File: config.mk
export PLATFORM = sky130hd
export DESIGN_NAME = seq_priority_encoder
export DESIGN_NICKNAME = d
export VERILOG_FILES = /design/src/rtl/seq_priority_encoder.sv
export SDC_FILE = /design/constraint.sdc
export NUM_CORES = 1
export LEC_CHECK = 0
export BUFFER_PORTS_ARGS = -buffer_cell sky130_fd_sc_hd__buf_2
export CORE_UTILIZATION = 30
export CTS_CLUSTER_DIAMETER = 40
export CTS_CLUSTER_SIZE = 8
export DETAILED_ROUTE_END_ITERATION = 10
export MAX_ROUTING_LAYER = met4
export PLACE_DENSITY = 0.5
export SYNTH_ARGS = -nofsm -noshare
export SYNTH_HDL_FRONTEND = slang
export SYNTH_SLANG_ARGS = --single-unit
File: constraint.sdc
create_clock -name clk -period 4.92 [get_ports clk]
set_input_delay 0.984 -clock clk [delete_from_list [all_inputs] [get_ports clk]]
set_output_delay 0.984 -clock clk [all_outputs]
set_load 0.01 [all_outputs]
File: src/rtl/seq_priority_encoder.sv
// Registered N-to-log2(N) request encoder with fixed-priority or round-robin issue over valid/ready.
// Optional out_onehot output enabled by defining SEQ_PRIO_ENC_ONEHOT_EN.
module seq_priority_encoder #(
  parameter int unsigned N = 8,
  localparam int unsigned IDX_W = $clog2(N)
) (
  input  logic             clk,
  input  logic             rst_n,
  input  logic [N-1:0]     req,
  input  logic             mode,
  input  logic             out_ready,
  output logic             out_valid,
  output logic [IDX_W-1:0] out_idx,
`ifdef SEQ_PRIO_ENC_ONEHOT_EN
  output logic [N-1:0]     out_onehot,
`endif
  output logic [N-1:0]     pending
);

  typedef enum logic {IDLE, HOLD} state_t;

  state_t           state, state_next;
  logic [IDX_W-1:0] rr_ptr, ptr_next;
  logic [IDX_W-1:0] idx_next, fix_idx, rr_idx, rr_k, sel_idx;
  logic [N-1:0]     pending_next, clr;
  logic             valid_next, sel_en, rr_found;

  // Candidate indices: highest set bit, and first set bit after rr_ptr (wrapping).
  always_comb begin
    fix_idx  = '0;
    rr_idx   = '0;
    rr_k     = '0;
    rr_found = 1'b0;
    for (int unsigned i = 0; i < N; i++) begin
      if (pending[i]) fix_idx = IDX_W'(i);
    end
    for (int unsigned j = 1; j <= N; j++) begin
      rr_k = IDX_W'((32'(rr_ptr) + j) % N);
      if (!rr_found && pending[rr_k]) begin
        rr_found = 1'b1;
        rr_idx   = rr_k;
      end
    end
  end

  assign sel_idx = mode ? rr_idx : fix_idx;

  // Next-state and registered-output values.
  always_comb begin
    state_next = state;
    valid_next = out_valid;
    idx_next   = out_idx;
    ptr_next   = rr_ptr;
    sel_en     = 1'b0;
    clr        = '0;
    case (state)
      IDLE: begin
        if (|pending) begin
          sel_en     = 1'b1;
          state_next = HOLD;
        end
      end
      HOLD: begin
        if (out_ready) begin
          if (|pending) begin
            sel_en = 1'b1;
          end else begin
            valid_next = 1'b0;
            state_next = IDLE;
          end
        end
      end
      default: state_next = IDLE;
    endcase
    if (sel_en) begin
      valid_next = 1'b1;
      idx_next   = sel_idx;
      ptr_next   = sel_idx;
      clr        = N'(1) << sel_idx;
    end
    // A request arriving on the grant cycle re-arms the bit.
    pending_next = (pending & ~clr) | req;
  end

  always_ff @(posedge clk or negedge rst_n) begin
    if (!rst_n) begin
      state     <= IDLE;
      out_valid <= 1'b0;
      out_idx   <= '0;
      rr_ptr    <= IDX_W'(N - 1);
      pending   <= '0;
    end else begin
      state     <= state_next;
      out_valid <= valid_next;
      out_idx   <= idx_next;
      rr_ptr    <= ptr_next;
      pending   <= pending_next;
    end
  end

`ifdef SEQ_PRIO_ENC_ONEHOT_EN
  always_ff @(posedge clk or negedge rst_n) begin
    if (!rst_n) out_onehot <= '0;
    else        out_onehot <= valid_next ? (N'(1) << idx_next) : '0;
  end
`endif

endmodule

==> results.md <==
- Result of the run: finished clean
- Synth Area per Inst: 10.24 µm²
- Initial core utilization: 0.3192
- Seq/Total Area, Yosys: 0.2077
- Filler cells: 643
- # nets final: 216
- Share of cells above drive strength 1: 0.3134
- Relative slew margins: 0.6265
- Crit path arrival time: 4370 ps
- Worst Skew: 2.518 ps
- Internal power: 0.4474 mW
- Total of max-cap violations: 0
- Worst-case clock buffer depth: 2
- Logic pwr share: 0.563
- Pin count of the biggest net entering global routing: 22
- Initial DRT Pass Iterations: 4
- DR vias/cell: 5.971
- Via count: 1648
- Number of gates resized after CTS: 0
- Clk sink count: 16
- Cell family with most CP delay: compound AO/OA/AOI/OAI gates
- Syn_nets: 204
- Total Routing Usage GR: 0.1717
- Yosys reg bits: 16
- DIE AREA: 6811 µm²
- Clk Tree Root Cell: clkbuf_8
- RSZ-0062 raised after global routing: no
- TritonCTS clock tree: yes
- Routed wire length: 5131 µm
- Worst-path fanout max: 19
- PD cells: 374.6 nW/µm²
- Switching share of power: 0.4375
- ANT nets after route: 0
- Ys flop type: dfrtp_1
- Crit-path slowest cell: dfstp_2
- Initial antenna violation count: 0
- Vias in the first global route: 1578
- Clock transition at path regs: 60 ps
- Post-DP HPWL: 3636 µm
- Hold Vio Cnt, Final: 0
- Number of synthesized flops with an enable pin: 0
- P_sw: 0.3480 mW
- Clock Power Share: 0.148
- Core Rows: 28
- Die Y-Extent: 82.53 µm
- Buf/Inv on CP: 1
- Final worst path period need: 4236 ps
- Worst hold path class: flip-flop to flip-flop
- Placed instance count: 272
- Max stage delay on crit path: 840 ps
- Post-CTS Setup Repair Bufs: 0
- Tightest Pin Transition: 560.2 ps
- Critical Path Start Type: flip-flop
- Layout area overhead: 9.132%
- Initial DRC count: 143
- CP Capture Type: flip-flop
- CP required: 5060 ps
- Final Non-Filler Cells: 276
- First-pass GRT wire length: 8452 µm
- Worst hold slack: 457.8 ps
- Post-synth ARST share: 1.000
- Maximum vdd ir drop: 0.0001927 V
- Crit Path Class: flip-flop to flip-flop
- Setup TNS Final: 0 ps
- Gpl congestion: 0.8980
- Synth cell types: 56
- I/O pin count: 24
- Synthesized area: 1946 µm²
- Syn Inst Count: 190
- Fin crit share: 0.8610
- Cts hold-fix bufs: 0
- Pleak: 0.7374 nW
- Synth warnings: 0
- ANT cells: 0
- Grt ovf: 0
- Final setup violation count: 0
- Drt wl/cell: 18.59 µm
- Flop pwr share: 0.290
- DIE WIDTH: 82.53 µm
- Crit path cell chain: inv_2 > ha_1 > mux4_2 > mux2_2 > or4b_4 > o221a_4 > a311oi_4 > nand2_2 > o32a_1
- Max-slew violations: 0
- H-tree depth: 1
- Core footprint: 6096 µm²
- TritonCTS buffer count: 3
- # port buffers: 23
- Drt drc: 0
- Skew-Pair Late Insertion Delay: 250 ps
- Fmax: 0.2361 GHz
cell families after synthesis:
family,after synthesis,synth area share
AO/OA/AOI/OAI,42,0.1685
buffers and inverters,24,0.06173
AND/OR/NAND/NOR,63,0.1717
multiplexers,39,0.3498
XOR/XNOR,4,0.02766
flip-flops,16,0.2077
adder cells (fa/ha/maj),2,0.01286
sequential cells by signal, summed over array words and instances (netlist names):
signal,flops
out_idx,3
out_valid,1
pending,8
rr_ptr,3
state,1
placed cells by master (no fill, tap or decap), types with 4 or more instances in the layout:
cell type and instances:
mux2i_1 11, nand2_1 18, mux2_2 6, o32a_1 4, nand2b_1 5, buf_2 23
inv_1 6, mux4_2 14, o21ai_0 4, nor2_1 18, dfrtp_1 13, clkbuf_8 4
mux4_1 6, a21oi_1 12
synth_stat cells (2+ instances only):
cell type | n | area (µm²)
nand3_1 | 2 | 10.01
nor2_1 | 18 | 67.56
clkbuf_1 | 11 | 41.29
o21bai_1 | 2 | 15.01
o32a_1 | 4 | 40.04
xnor2_1 | 2 | 17.52
o21ai_0 | 4 | 20.02
mux4_1 | 6 | 157.7
o211ai_1 | 2 | 15.01
mux2_4 | 2 | 30.03
nor2b_1 | 3 | 18.77
buf_6 | 3 | 33.78
dfstp_2 | 3 | 78.83
dfrtp_1 | 13 | 325.3
nor4_1 | 3 | 18.77
mux4_2 | 14 | 315.3
nand2b_1 | 5 | 31.28
ha_1 | 2 | 25.02
a21oi_1 | 12 | 60.06
and2_1 | 3 | 18.77
buf_4 | 2 | 15.01
nor3_1 | 2 | 10.01
mux2_2 | 6 | 67.56
mux2i_1 | 11 | 110.1
inv_1 | 6 | 22.52
nand2_1 | 18 | 67.56
a221oi_1 | 2 | 17.52
metrics by stage:
step | setup WS (ps) | utilization | area (µm²) | power, mW
floorplan | 990.6 | - | 1946 | 0.5896
detailed placement | 691.8 | 0.3393 | 2068 | 0.6775
finish | 683.7 | 0.3483 | 2123 | 0.7954
global route | 443.9 | 0.3483 | 2123 | 0.8541
CTS | 670.4 | 0.3483 | 2123 | 0.7998
global placement | 738.5 | 0.3393 | 2068 | 0.6857
power groups by stage:
stage	sequential (mW)	combinational, mW	clock [mW]
detailed placement	0.233	0.445	0
global placement	0.232	0.453	0
finish	0.230	0.448	0.117
floorplan	0.183	0.407	0
global route	0.238	0.488	0.128
CTS	0.230	0.448	0.122
area by class of cell:
type / count / area (µm²) / share of cell area
Timing Repair Buffer: 24 / 122.6 / 0.05775
Multi-Input combinational cell: 150 / 1421 / 0.6694
Sequential cell: 16 / 404.1 / 0.1903
Tap cell: 75 / 93.84 / 0.04420
Clock buffer: 4 / 55.05 / 0.02593
Inverter: 7 / 26.28 / 0.01237
path summary, 6_finish.rpt:
path                            slack [ps]  cells past startpoint         end       from
worst min-delay path                   460                      1   out_valid      state
min in group asynchronous              630                      1  out_idx[1]      rst_n
max in group asynchronous             3980                      1   rr_ptr[0]      rst_n
worst max register to register         680                      9  pending[4]  rr_ptr[0]
worst max-delay path                   680                      9  pending[4]  rr_ptr[0]
worst min register to register         460                      1   out_valid      state
per-layer routing:
metal / up-vias / part of all wire / GRT usage
met3: 6 / 0.060 / 0.01429
met4: 0 / 0.013 / 0.05690
met2: 67 / 0.48 / 0.2719
li1: 754 / - / -
met5: - / 0 / -
met1: 821 / 0.45 / 0.2318
Note: power is estimated with default switching activity, not from simulation.
